File: src/rtl/gate_sweep_controller.sv
// Walks a 2-input gate under test through its truth table, holding each input
// vector for SETTLE cycles, and compares the captured outputs against EXPECT.
module gate_sweep_controller #(
    parameter int unsigned SETTLE = 2,
    parameter logic [3:0]  EXPECT = 4'b0001
) (
    input  logic       clk,
    input  logic       rst,
    input  logic       start,
    input  logic       gate_y,
    output logic       gate_a,
    output logic       gate_b,
    output logic       busy,
    output logic       done,
    output logic       pass,
    output logic [3:0] result
);

    localparam int unsigned CNT_W = 8;
    localparam int unsigned IDX_W = 2;
    localparam logic [CNT_W-1:0] LP_CNT_LAST = CNT_W'(SETTLE - 1);
    localparam logic [IDX_W-1:0] LP_IDX_LAST = IDX_W'(3);

    typedef enum logic [1:0] {
        ST_IDLE  = 2'd0,
        ST_DRIVE = 2'd1,
        ST_DONE  = 2'd2
    } state_t;

    state_t             r_state;
    state_t             w_state_nxt;
    logic [IDX_W-1:0]   r_idx;
    logic [IDX_W-1:0]   w_idx_nxt;
    logic [CNT_W-1:0]   r_cnt;
    logic [CNT_W-1:0]   w_cnt_nxt;
    logic [3:0]         r_result;
    logic [3:0]         w_result_nxt;
    logic               r_pass;
    logic               w_pass_nxt;
    logic               r_gate_a;
    logic               r_gate_b;
    logic               r_busy;
    logic               r_done;
    logic               w_gate_a_nxt;
    logic               w_gate_b_nxt;
    logic               w_busy_nxt;
    logic               w_done_nxt;

    // State, datapath and registered outputs
    always_ff @(posedge clk or posedge rst) begin
        if (rst) begin
            r_state  <= ST_IDLE;
            r_idx    <= '0;
            r_cnt    <= '0;
            r_result <= '0;
            r_pass   <= 1'b0;
            r_gate_a <= 1'b0;
            r_gate_b <= 1'b0;
            r_busy   <= 1'b0;
            r_done   <= 1'b0;
        end else begin
            r_state  <= w_state_nxt;
            r_idx    <= w_idx_nxt;
            r_cnt    <= w_cnt_nxt;
            r_result <= w_result_nxt;
            r_pass   <= w_pass_nxt;
            r_gate_a <= w_gate_a_nxt;
            r_gate_b <= w_gate_b_nxt;
            r_busy   <= w_busy_nxt;
            r_done   <= w_done_nxt;
        end
    end

    // Next state; outputs are derived from the next state so they register in step
    always_comb begin
        w_state_nxt  = r_state;
        w_idx_nxt    = r_idx;
        w_cnt_nxt    = r_cnt;
        w_result_nxt = r_result;
        w_pass_nxt   = r_pass;

        unique case (r_state)
            ST_IDLE: begin
                if (start) begin
                    w_state_nxt  = ST_DRIVE;
                    w_idx_nxt    = '0;
                    w_cnt_nxt    = '0;
                    w_result_nxt = '0;
                    w_pass_nxt   = 1'b0;
                end
            end
            ST_DRIVE: begin
                if (r_cnt == LP_CNT_LAST) begin
                    w_cnt_nxt             = '0;
                    w_result_nxt[r_idx]   = gate_y;
                    if (r_idx == LP_IDX_LAST) begin
                        w_state_nxt = ST_DONE;
                        w_pass_nxt  = ({gate_y, r_result[2:0]} == EXPECT);
                    end else begin
                        w_idx_nxt = r_idx + IDX_W'(1);
                    end
                end else begin
                    w_cnt_nxt = r_cnt + CNT_W'(1);
                end
            end
            ST_DONE: begin
                w_state_nxt = ST_IDLE;
                w_idx_nxt   = '0;
            end
            default: begin
                w_state_nxt = ST_IDLE;
            end
        endcase

        w_busy_nxt   = (w_state_nxt == ST_DRIVE);
        w_done_nxt   = (w_state_nxt == ST_DONE);
        w_gate_a_nxt = w_busy_nxt & w_idx_nxt[1];
        w_gate_b_nxt = w_busy_nxt & w_idx_nxt[0];
    end

    assign gate_a = r_gate_a;
    assign gate_b = r_gate_b;
    assign busy   = r_busy;
    assign done   = r_done;
    assign pass   = r_pass;
    assign result = r_result;

endmodule

File: config.mk
export PLATFORM = sky130hd
export DESIGN_NAME = gate_sweep_controller
export DESIGN_NICKNAME = d
export VERILOG_FILES = /design/src/rtl/gate_sweep_controller.sv
export SDC_FILE = /design/constraint.sdc
export NUM_CORES = 1
export LEC_CHECK = 0
export ABC_AREA = 1
export CELL_PAD_IN_SITES_DETAIL_PLACEMENT = 1
export CELL_PAD_IN_SITES_GLOBAL_PLACEMENT = 2
export CORE_MARGIN = 2
export CORE_UTILIZATION = 32
export DETAILED_ROUTE_END_ITERATION = 16
export PLACE_DENSITY_LB_ADDON = 0.15
export SETUP_SLACK_MARGIN = 0.1
export SLEW_MARGIN = 25
export SYNTH_ARGS = -nofsm -noshare
export SYNTH_HDL_FRONTEND = slang
export SYNTH_SLANG_ARGS = --single-unit
File: constraint.sdc
create_clock -name clk -period 1.55 [get_ports clk]
set_input_delay 0.31 -clock clk [delete_from_list [all_inputs] [get_ports clk]]
set_output_delay 0.31 -clock clk [all_outputs]
set_load 0.02 [all_outputs]
==> results.json, run 1 <==
{
  "async_reset_ff_frac": 1.00,
  "cts_hold_buf": 0,
  "cts_root_buf": "clkbuf_4",
  "clk_pin_slew_ns": 0.12,
  "insertion_delay_ns": 0.30,
  "drtIter0Drc": 31,
  "pre_cts_ws_ns": 0.0117,
  "io_pins": 13,
  "max_freq_ghz": 0.724,
  "drive_gt1_frac": 0.240,
  "min_period_ns": 1.38,
  "final-setup-viol-count": 0,
  "yosys_warnings": 0,
  "htreeDepth": 1,
  "path_max_fanout": 8,
  "avgSynthCellArea_sq_um": 8.66,
  "timing.final.hold_violations": 0,
  "cts_buffer_depth": 2,
  "r2r_start": "r_cnt[1]",
  "wl_per_cell_microns": 12.2,
  "grt_pass1_wl_mm": 4.43,
  "slew_violations": 0,
  "required_ns": 1.74,
  "finalCritPeriodShare": 0.892,
  "synth_fa_ha_area_frac": 0.0229,
  "area_growth_pct": 26.7,
  "r2r_cells": 9,
  "numCtsBuffers": 3,
  "cts_tree": "built",
  "p_leak_nw": 0.674,
  "status": "complete, no violations",
  "ys_seq_elements": 21,
  "skew_ns": 0.00727,
  "drcViolationCount": 0,
  "max-cap-violations": 0,
  "synth_compound_area_frac": 0.114,
  "core_sq_mm": 0.00331,
  "yosys-mux-area-fraction": 0,
  "vias": 897,
  "fin_nets": 157,
  "tns_ns": 0,
  "overflow": 0,
  "via_per_inst": 4.58,
  "drtPass1Iterations": 4,
  "row_count": 21,
  "start_kind": "register",
  "yosys.cell_count.top_type": "nand2_1",
  "r2r-end": "gate_b",
  "die_y_microns": 62.4,
  "wirelength_mm": 2.38,
  "die_area_sq_mm": 0.00389,
  "io_buffers": 12,
  "synth_top_area_cell": "dfrtp_1",
  "grt_pass1_vias": 999,
  "placed_cells": 189,
  "finalNonFillerCells": 196,
  "place_hpwl_mm": 1.87,
  "worst_setup_path_end_kind": "register",
  "syn-num-nets": 132,
  "hp-class": "in2async",
  "netlist_area_sq_mm": 0.00109,
  "synthCells": 126,
  "ys.flop_type": "dfrtp_1",
  "synth_cell_types": 24,
  "ys_top_cells_by_count": "nand2_1 (26), dfrtp_1 (21), inv_1 (14)",
  "worst_pin_slew_ns": 0.318,
  "netlist.area_leader.share": 0.482,
  "place_congestion": 0.754,
  "antenna_found_initial": 0,
  "grt_use_total": 0.142,
  "synth_seq_area_share": 0.482,
  "slew_headroom": 0.786,
  "ant_nets": 0,
  "synth_top_family_by_area": "simple AND/OR/NAND/NOR gates",
  "synth_edf_count": 0,
  "ys_top_cells_by_area": "dfrtp_1 (48%), nand2_1 (8.9%), inv_1 (4.8%)",
  "numClockSinks": 21,
  "r2r_setup_slack_ns": 0.17,
  "diodes": 0,
  "path_class": "reg2reg",
  "synth_xor_area_frac": 0.0321,
  "whs_ns": 0.328,
  "rsz0062_at_grt": "yes",
  "fin_ws_ns": 0.168,
  "irDropWorstVdd_mv": 0.515,
  "start_util": 0.330,
  "post_synth_and_or_nand_nor_area_fraction": 0.268,
  "final_util": 0.418,
  "die_w_microns": 62.4,
  "crit_arrival_ns": 1.57,
  "grt_max_degree": 22,
  "power.density_mw_per_mm2": 1280
}
[worst max path at each step]
stage	startpoint	slack, ns	endpoint	cells past startpoint
after detailed placement	start	0.01	r_cnt[3]	6
after floorplan	r_cnt[1]	0.21	gate_a	9
after CTS	r_cnt[1]	0.12	gate_a	9
final	r_cnt[1]	0.17	gate_b	9
after global routing	r_cnt[1]	0.07	busy	9
after global placement	r_cnt[1]	0.08	gate_a	9
[cell usage in the layout, fill, tap and decap left out, types with 4 or more instances in the layout]
cell           synthesis  final
xor2_1                 4      4
buf_4                  0      9
inv_1                 14     13
nand3_2                3      4
o21ai_0                5      5
nor2_1                 7      6
dlygate4sd2_1          0      9
inv_2                  5      6
a21oi_1                5      5
o21ai_1                6      6
dfrtp_1               21     21
nand2_1               26     25
nand3_1                6      5
[layout make-up]
class | count | area [sq um]
multi-input cells | 84 | 519
inverters | 20 | 77.6
flip-flops and latches | 21 | 526
fillers | 407 | 1930
clock buffers | 4 | 26.3
repair buffers | 21 | 176
well taps | 46 | 57.6
[registers in the layout, indices dropped and copies added, names as in the netlist]
register	flops
busy	1
done	1
gate_a	1
gate_b	1
pass	1
r_cnt	8
r_idx	2
r_state	2
result	4
[critical path, stage by stage (launching register included)]
cell and delay, ns:
dfrtp_1 0.41, inv_2 0.08, ha_4 0.13, nand2_4 0.05, nor2_4 0.13, nand2_2 0.08, nand2_4 0.13, nand2_4 0.07
nor2_4 0.14, a21oi_1 0.05
[per-stage QoR]
step / instance area (sq um) / power, W
floorplan: 1090 / 0.00124
global placement: 1300 / 0.00142
detailed placement: 1300 / 0.00145
CTS: 1340 / 0.00173
global route: 1380 / 0.00194
finish: 1380 / 0.00178
[where the power goes]
group          switching, W  internal [W]  total, W
combinational      0.000375      0.000290  0.000665
sequential         0.000160      0.000693  0.000853
clock              0.000158      0.000100  0.000258
total              0.000693       0.00108   0.00178
[layer usage]
| metal | routed length, microns | track usage | vias to the layer above | share of wire |
|---|---|---|---|---|
| li1 | - | - | 454 | - |
| met1 | 1130 | 0.177 | 437 | 0.47 |
| met2 | 1200 | 0.254 | 4 | 0.50 |
| met3 | 36 | 0.0162 | 2 | 0.015 |
| met4 | 19 | 0.0500 | 0 | 0.0080 |
| met5 | 0 | 0 | - | 0 |
[logic make-up after synthesis]
group                    Yosys count
buffers and inverters             21
AND/OR/NAND/NOR                   57
adder cells (fa/ha/maj)            2
AO/OA/AOI/OAI                     21
XOR/XNOR                           4
flip-flops                        21
[timing repair]
action                                 in CTS  in global routing
endpoints found under the hold margin       0                  0
pin swaps                                   1                  5
gates cloned                                0                  0
buffers inserted                            1                  2
setup endpoints to repair                  18                 10
gates resized for setup                    11                  8
(Power assumes the default switching activity.)
==> run 2: changes to the inputs <==
Settings changed: SKIP_LAST_GASP set to 1.
==> results of run 2 <==
The final DEF is identical to that of run 1; final timing and power are the same.
